### src/rtl/fsm1_arb_pkg.sv
// Shared types and constants for the fsm1 round-robin arbiter/sequencer.
// Latency: n/a (package only).
// Backpressure: n/a (package only).
//
// Contents:
//   MAX_NREQ      largest supported requester count
//   arb_state_e   sequencer state encoding; A_XXX marks an unreachable encoding
//   ptr_width()   index width for a given requester count (at least 1 bit)
package fsm1_arb_pkg;

  localparam int MAX_NREQ = 16;

  // A_XXX is never entered by legal operation. Driving it from the default
  // branch poisons state and outputs so an illegal encoding is obvious in
  // simulation instead of being silently recovered.
  typedef enum logic [1:0] {
    A_IDLE = 2'b00,
    A_GO   = 2'b01,
    A_WAIT = 2'b10,
    A_XXX  = 2'bxx
  } arb_state_e;

  // Index width for a requester vector. A single requester still needs a
  // one-bit pointer so the ports and registers have a legal width.
  function automatic int ptr_width(input int n);
    return (n > 1) ? $clog2(n) : 1;
  endfunction

endpackage

### src/rtl/fsm1_rr_pick.sv
// Round-robin winner selection: first set request scanning ptr, ptr+1, ... mod NREQ.
// Latency: purely combinational, zero cycles.
// Backpressure: none; the caller decides when the result is consumed.
//
// Ports:
//   req      in   NREQ  level request vector
//   ptr      in   PW    highest-priority index for this scan (must be < NREQ)
//   win_oh   out  NREQ  one-hot winner, zero when no request is set
//   win_idx  out  PW    binary index of the winner, zero when no request is set
//   win_vld  out  1     at least one request was set
module fsm1_rr_pick
  import fsm1_arb_pkg::*;
#(
  parameter int NREQ = 4,
  parameter int PW   = ptr_width(NREQ)
) (
  input  logic [NREQ-1:0] req,
  input  logic [PW-1:0]   ptr,
  output logic [NREQ-1:0] win_oh,
  output logic [PW-1:0]   win_idx,
  output logic            win_vld
);

  // Walk the requesters in priority order starting at ptr. The index wraps
  // by a single subtraction because ptr is always below NREQ, so the sum
  // never reaches 2*NREQ and no divider is needed.
  always_comb begin : pick
    int idx;
    win_oh  = '0;
    win_idx = '0;
    win_vld = 1'b0;
    idx     = 0;
    for (int i = 0; i < NREQ; i++) begin
      idx = int'(ptr) + i;
      if (idx >= NREQ) begin
        idx = idx - NREQ;
      end
      if (!win_vld && req[idx]) begin
        win_vld     = 1'b1;
        win_idx     = PW'(idx);
        win_oh[idx] = 1'b1;
      end
    end
  end

endmodule

### src/rtl/fsm1_arb.sv
// Round-robin arbiter sharing one go/ds read engine among NREQ requesters.
// Latency: req in IDLE cycle N -> gnt+go in N+1; ds cycle k -> next go earliest k+2 (k+1 with lock).
// Backpressure: requests wait at level until granted; the engine paces transfers via ds.
//
// Ports:
//   clk        in   1     clock, all state on posedge
//   rst_n      in   1     synchronous active-low reset
//   req        in   NREQ  level request per requester
//   gnt        out  NREQ  one-hot grant, held for the whole transfer
//   done       out  NREQ  one-cycle completion pulse to the granted requester (same cycle as ds)
//   go         out  1     start strobe to the read engine
//   rd         in   1     engine read-phase indicator, counted while waiting
//   ds         in   1     engine done strobe
//   busy       out  1     high in any state other than IDLE
//   wcnt       out  CNTW  rd-cycle count of the last completed transfer (saturating)
//   proto_err  out  1     sticky: ds seen while no transfer was waiting for it
//   lock       in   NREQ  present only when FSM1_ARB_LOCK_EN is defined: winner keeps the
//                         grant for a back-to-back transfer
//
// Build option: FSM1_ARB_LOCK_EN adds the lock port and the back-to-back path.
module fsm1_arb
  import fsm1_arb_pkg::*;
#(
  parameter int NREQ = 4,
  parameter int CNTW = 8
) (
  input  logic            clk,
  input  logic            rst_n,
  input  logic [NREQ-1:0] req,
  output logic [NREQ-1:0] gnt,
  output logic [NREQ-1:0] done,
  output logic            go,
  input  logic            rd,
  input  logic            ds,
  output logic            busy,
  output logic [CNTW-1:0] wcnt,
  output logic            proto_err
`ifdef FSM1_ARB_LOCK_EN
  ,
  input  logic [NREQ-1:0] lock
`endif
);

  localparam int              PW      = ptr_width(NREQ);
  localparam logic [CNTW-1:0] CNT_MAX = '1;
  localparam logic [PW-1:0]   IDX_TOP = PW'(NREQ - 1);

  // ---------------------------------------------------------------------------
  // State
  // ---------------------------------------------------------------------------
  arb_state_e      state_q,  state_nxt;
  logic [NREQ-1:0] gnt_q,    gnt_nxt;
  logic [PW-1:0]   ptr_q,    ptr_nxt;
  logic [PW-1:0]   win_q,    win_nxt;
  logic [CNTW-1:0] cnt_q,    cnt_nxt;
  logic [CNTW-1:0] wcnt_q,   wcnt_nxt;
  logic            err_q,    err_nxt;

  // ---------------------------------------------------------------------------
  // Arbitration
  // ---------------------------------------------------------------------------
  logic [NREQ-1:0] pick_oh;
  logic [PW-1:0]   pick_idx;
  logic            pick_vld;

  fsm1_rr_pick #(
    .NREQ (NREQ),
    .PW   (PW)
  ) u_pick (
    .req     (req),
    .ptr     (ptr_q),
    .win_oh  (pick_oh),
    .win_idx (pick_idx),
    .win_vld (pick_vld)
  );

  // ---------------------------------------------------------------------------
  // Helpers
  // ---------------------------------------------------------------------------
  // rd-cycle count including the current cycle. Used both for the running
  // count and for the report on ds, so an rd coinciding with ds is counted.
  logic [CNTW-1:0] cnt_inc;
  assign cnt_inc = (rd && (cnt_q != CNT_MAX)) ? cnt_q + 1'b1 : cnt_q;

  // Priority moves to the requester just after the winner. With NREQ=1
  // IDX_TOP is 0, so the pointer stays 0.
  logic [PW-1:0] ptr_after_win;
  assign ptr_after_win = (win_q >= IDX_TOP) ? '0 : win_q + 1'b1;

  // Back-to-back hold: only the current winner's lock counts, and only
  // while it is still requesting.
  logic keep_gnt;
`ifdef FSM1_ARB_LOCK_EN
  assign keep_gnt = lock[win_q] & req[win_q];
`else
  assign keep_gnt = 1'b0;
`endif

  // ---------------------------------------------------------------------------
  // Next state and decoded outputs
  // ---------------------------------------------------------------------------
  always_comb begin
    state_nxt = state_q;
    gnt_nxt   = gnt_q;
    ptr_nxt   = ptr_q;
    win_nxt   = win_q;
    cnt_nxt   = cnt_q;
    wcnt_nxt  = wcnt_q;
    err_nxt   = err_q;
    go        = 1'b0;
    busy      = 1'b1;
    done      = '0;

    case (state_q)
      A_IDLE: begin
        busy    = 1'b0;
        gnt_nxt = '0;
        if (ds) begin
          err_nxt = 1'b1;
        end
        if (pick_vld) begin
          gnt_nxt   = pick_oh;
          win_nxt   = pick_idx;
          cnt_nxt   = '0;
          state_nxt = A_GO;
        end
      end

      A_GO: begin
        go = 1'b1;
        // The engine has not been started yet, so a ds here cannot belong
        // to this transfer.
        if (ds) begin
          err_nxt = 1'b1;
        end
        state_nxt = A_WAIT;
      end

      A_WAIT: begin
        cnt_nxt = cnt_inc;
        if (ds) begin
          // A reset in the ds cycle aborts the transfer, so suppress the
          // completion pulse along with it.
          done     = rst_n ? gnt_q : '0;
          wcnt_nxt = cnt_inc;
          if (keep_gnt) begin
            cnt_nxt   = '0;
            state_nxt = A_GO;
          end else begin
            gnt_nxt   = '0;
            ptr_nxt   = ptr_after_win;
            state_nxt = A_IDLE;
          end
        end
      end

      default: begin
        state_nxt = A_XXX;
        gnt_nxt   = 'x;
        ptr_nxt   = 'x;
        win_nxt   = 'x;
        cnt_nxt   = 'x;
        wcnt_nxt  = 'x;
        err_nxt   = 1'bx;
        go        = 1'bx;
        busy      = 1'bx;
        done      = 'x;
      end
    endcase
  end

  // ---------------------------------------------------------------------------
  // Registers
  // ---------------------------------------------------------------------------
  always_ff @(posedge clk) begin
    if (!rst_n) begin
      state_q <= A_IDLE;
      gnt_q   <= '0;
      ptr_q   <= '0;
      win_q   <= '0;
      cnt_q   <= '0;
      wcnt_q  <= '0;
      err_q   <= 1'b0;
    end else begin
      state_q <= state_nxt;
      gnt_q   <= gnt_nxt;
      ptr_q   <= ptr_nxt;
      win_q   <= win_nxt;
      cnt_q   <= cnt_nxt;
      wcnt_q  <= wcnt_nxt;
      err_q   <= err_nxt;
    end
  end

  assign gnt       = gnt_q;
  assign wcnt      = wcnt_q;
  assign proto_err = err_q;

endmodule
### config.mk
export PLATFORM = sky130hd
export DESIGN_NAME = fsm1_arb
export DESIGN_NICKNAME = d
export VERILOG_FILES = /design/src/rtl/fsm1_arb_pkg.sv /design/src/rtl/fsm1_rr_pick.sv /design/src/rtl/fsm1_arb.sv
export SDC_FILE = /design/constraint.sdc
export NUM_CORES = 1
export LEC_CHECK = 0
export CORE_MARGIN = 5
export CORE_UTILIZATION = 48
export CTS_CLUSTER_DIAMETER = 50
export DETAILED_ROUTE_END_ITERATION = 8
export PLACE_DENSITY_LB_ADDON = 0.08
export SLEW_MARGIN = 5
export SYNTH_ARGS = -nofsm -noshare
export SYNTH_HDL_FRONTEND = slang
export SYNTH_SLANG_ARGS = --single-unit
### constraint.sdc
create_clock -name clk -period 2.2 [get_ports clk]
set_input_delay 0.44 -clock clk [delete_from_list [all_inputs] [get_ports clk]]
set_output_delay 0.44 -clock clk [all_outputs]
set_load 0.05 [all_outputs]
==> qor.yml <==
logic_synthesis:
  syn_area_um2: 1782
  syn-num-nets: 235
  ys_seq_area_share_pct: 30.34
  ys.flop_type: "dfxtp_1"
  avgSynthCellArea_um2: 8.173
  synth-xor-area-share_pct: 2.949
  synth_cells: 218
  ys_warn_count: 0
  synth-seq-cells: 27
  yosysUniqueCellTypes: 50
  synth-adder-area-share_pct: 6.320
  synth-edff-count: 0
  yosys.area_share.simple_pct: 22.54
  async_flop_share_pct: 0
  synth_compound_area_share_pct: 23.95
  muxShareOfSynthArea_pct: 8.427
  synth_top_family_by_area: "compound AO/OA/AOI/OAI gates"
sta:
  worst_pin_slew_ns: 0.5082
  slew_headroom_pct: 66.02
  fin_crit_ns: 2.095
  post-route-period-util_pct: 95.22
  final_hold_viol_count: 0
  setup_tns_ns: 0
  finalMaxSlewViolations: 0
  worst_clock_skew_ns: 0.01129
  rsz0062_at_grt: "no"
  fmax_mhz: 477.4
  hold_ws_ns: 0.4821
  setup_viol: 0
placement:
  placed_cell_area_um2: 2245
  dp_hpwl_um: 3233
  dp.cells: 301
  portBuffers: 26
  gp_congestion: 0.9033
routing:
  drc: 0
  drt-initial-drc-count: 119
  route.vias.total: 1735
  drt_first_pass_iters: 4
  post_drt_wl_per_cell_um: 13.87
  ant_nets: 0
  totalWireLength_um: 4229
  vias_per_cell: 5.689
floorplan:
  ioPinCount: 27
  dieWidth_um: 70.93
  num_rows: 22
  start_util_pct: 49.04
  core_area_um2: 3633
  dieHeight_um: 70.93
  die_area_um2: 5030
run:
  drv_cap: 0
worst_hold_path:
  holdCritStartpoint: "wcnt[6]"
  holdCritPathClass: "reg2reg"
pwr:
  powerDensity_nw_per_um2: 1052
  max-vdd-ir-drop_mv: 0.4590
  leakage_nw: 0.8849
finish:
  drive_above_1_share_pct: 17.12
  final_area_um2: 2300
  final_cells: 305
  diodes: 0
  syn_to_final_growth_pct: 29.07
  fillers: 325
  fin_nets: 275
worst_setup_path:
  worst-path-max-fanout: 7
  endpoint_kind: "flip-flop"
  critPathLaunchType: "input pin"
  worstSetupPathType: "in2reg"
  crit_arrival_ns: 2.26
  crit_start: "req[1]"
  cp_data_required_time_ns: 2.37
  reg2reg_from: "ptr_q[1]"
clocking:
  cts_setup_buffers: 0
  root_buffer: "clkbuf_8"
  cts_sinks: 27
  ctsResizeCount: 0
  cts_made_buffers: 3
  clk_latency_ns: 0.28
  ctsHtreeMaxLevel: 1
  cts_hold_buf: 0
  cts_max_path_buffers: 2
  clk_pin_slew_ns: 0.10
  cts_tree: "built"
outcome:
  status: "complete, no violations"
global_routing:
  grt_start_max_net_pins: 17
  grt.total_usage_pct: 17.65
  first_global_vias: 1619
  antenna_found_initial: 0
  grt_pass1_wl_um: 7452
  grt_overflow: 0
-- final timing paths --
check,to,slack (ns),cells after the start
setup reg to reg,gnt[1],0.11,6
hold reg to reg,wcnt[6],0.48,2
hold / removal,wcnt[6],0.48,2
setup / recovery,gnt[1],0.11,6
-- critical path: stages --
cell             delay, ns
clkdlybuf4s50_1       0.54
mux4_2                0.54
nor2b_4               0.16
a221oi_1              0.25
nor2_1                0.08
a221o_1               0.25
-- layout by cell type, fill, tap and decap left out, drive strengths merged, types with 6 or more instances in the layout --
cell,count
inv,7
nand2,18
nor2,24
buf,28
dfxtp,27
o21ai,17
a21oi,18
ha,9
clkdlybuf4s50,20
nand3,7
mux2i,6
-- per-stage QoR --
step                util, %  power [W]  setup WS (ns)
global placement      61.78   0.002081        -0.1161
CTS                   63.12   0.002418         0.1251
detailed placement    61.78   0.002120        -0.1570
finish                63.29   0.002420         0.1052
global route          63.29   0.002606       0.002101
floorplan                 -   0.001653        0.03133
-- kinds of logic after synthesis --
logic type                 count (synthesis)
AOI/OAI and AO/OA                         65
buffers and inverters                     20
and+or+nand+nor                           79
muxes                                     12
adders and majority gates                  9
xor gates and xnor gates                   6
DFF                                       27
-- final cells by class --
class | instances | area (um^2) | area share [%]
multi-input combinational | 171 | 1150 | 50.00
sequential | 27 | 541.8 | 23.56
inverter | 7 | 26.28 | 1.143
timing repair buffer | 48 | 473.0 | 20.57
clock inverter | 1 | 7.507 | 0.3264
tap | 48 | 60.06 | 2.612
clock buffer | 3 | 41.29 | 1.795
-- power by group --
group	internal [W]	leakage, nW	switching [W]	total (W)
Sequential	0.000598	0.221	0.0000601	0.000658
Combinational	0.000598	0.642	0.000868	0.00147
Clock	0.000129	0.0217	0.000167	0.000295
-- state kept, by name, summed over array words and instances (netlist names) --
register / flops
wcnt: 8
state_q: 2
gnt: 4
win_q: 2
proto_err: 1
cnt_q: 8
ptr_q: 2
-- cells in the mapped netlist, types with 4 or more instances --
cell,instances,share of area (%)
dfxtp_1,27,30
nor2_1,24,5.1
a21oi_1,18,5.1
nand2_1,18,3.8
o21ai_0,10,2.8
clkbuf_1,9,1.9
ha_1,9,6.3
inv_1,7,1.5
nand3_1,7,2.0
o21ai_1,7,2.0
mux2i_1,6,3.4
a211oi_1,4,1.7
a221o_1,4,2.2
a221oi_1,4,2.0
and2_1,4,1.4
nand4_1,4,1.4
-- metal layers --
layer	track usage [%]	routed length (um)
met5	0	0
met4	5.219	32
met3	3.267	209
met2	24.20	1766
met1	27.55	2220
(Power assumes the default switching activity.)
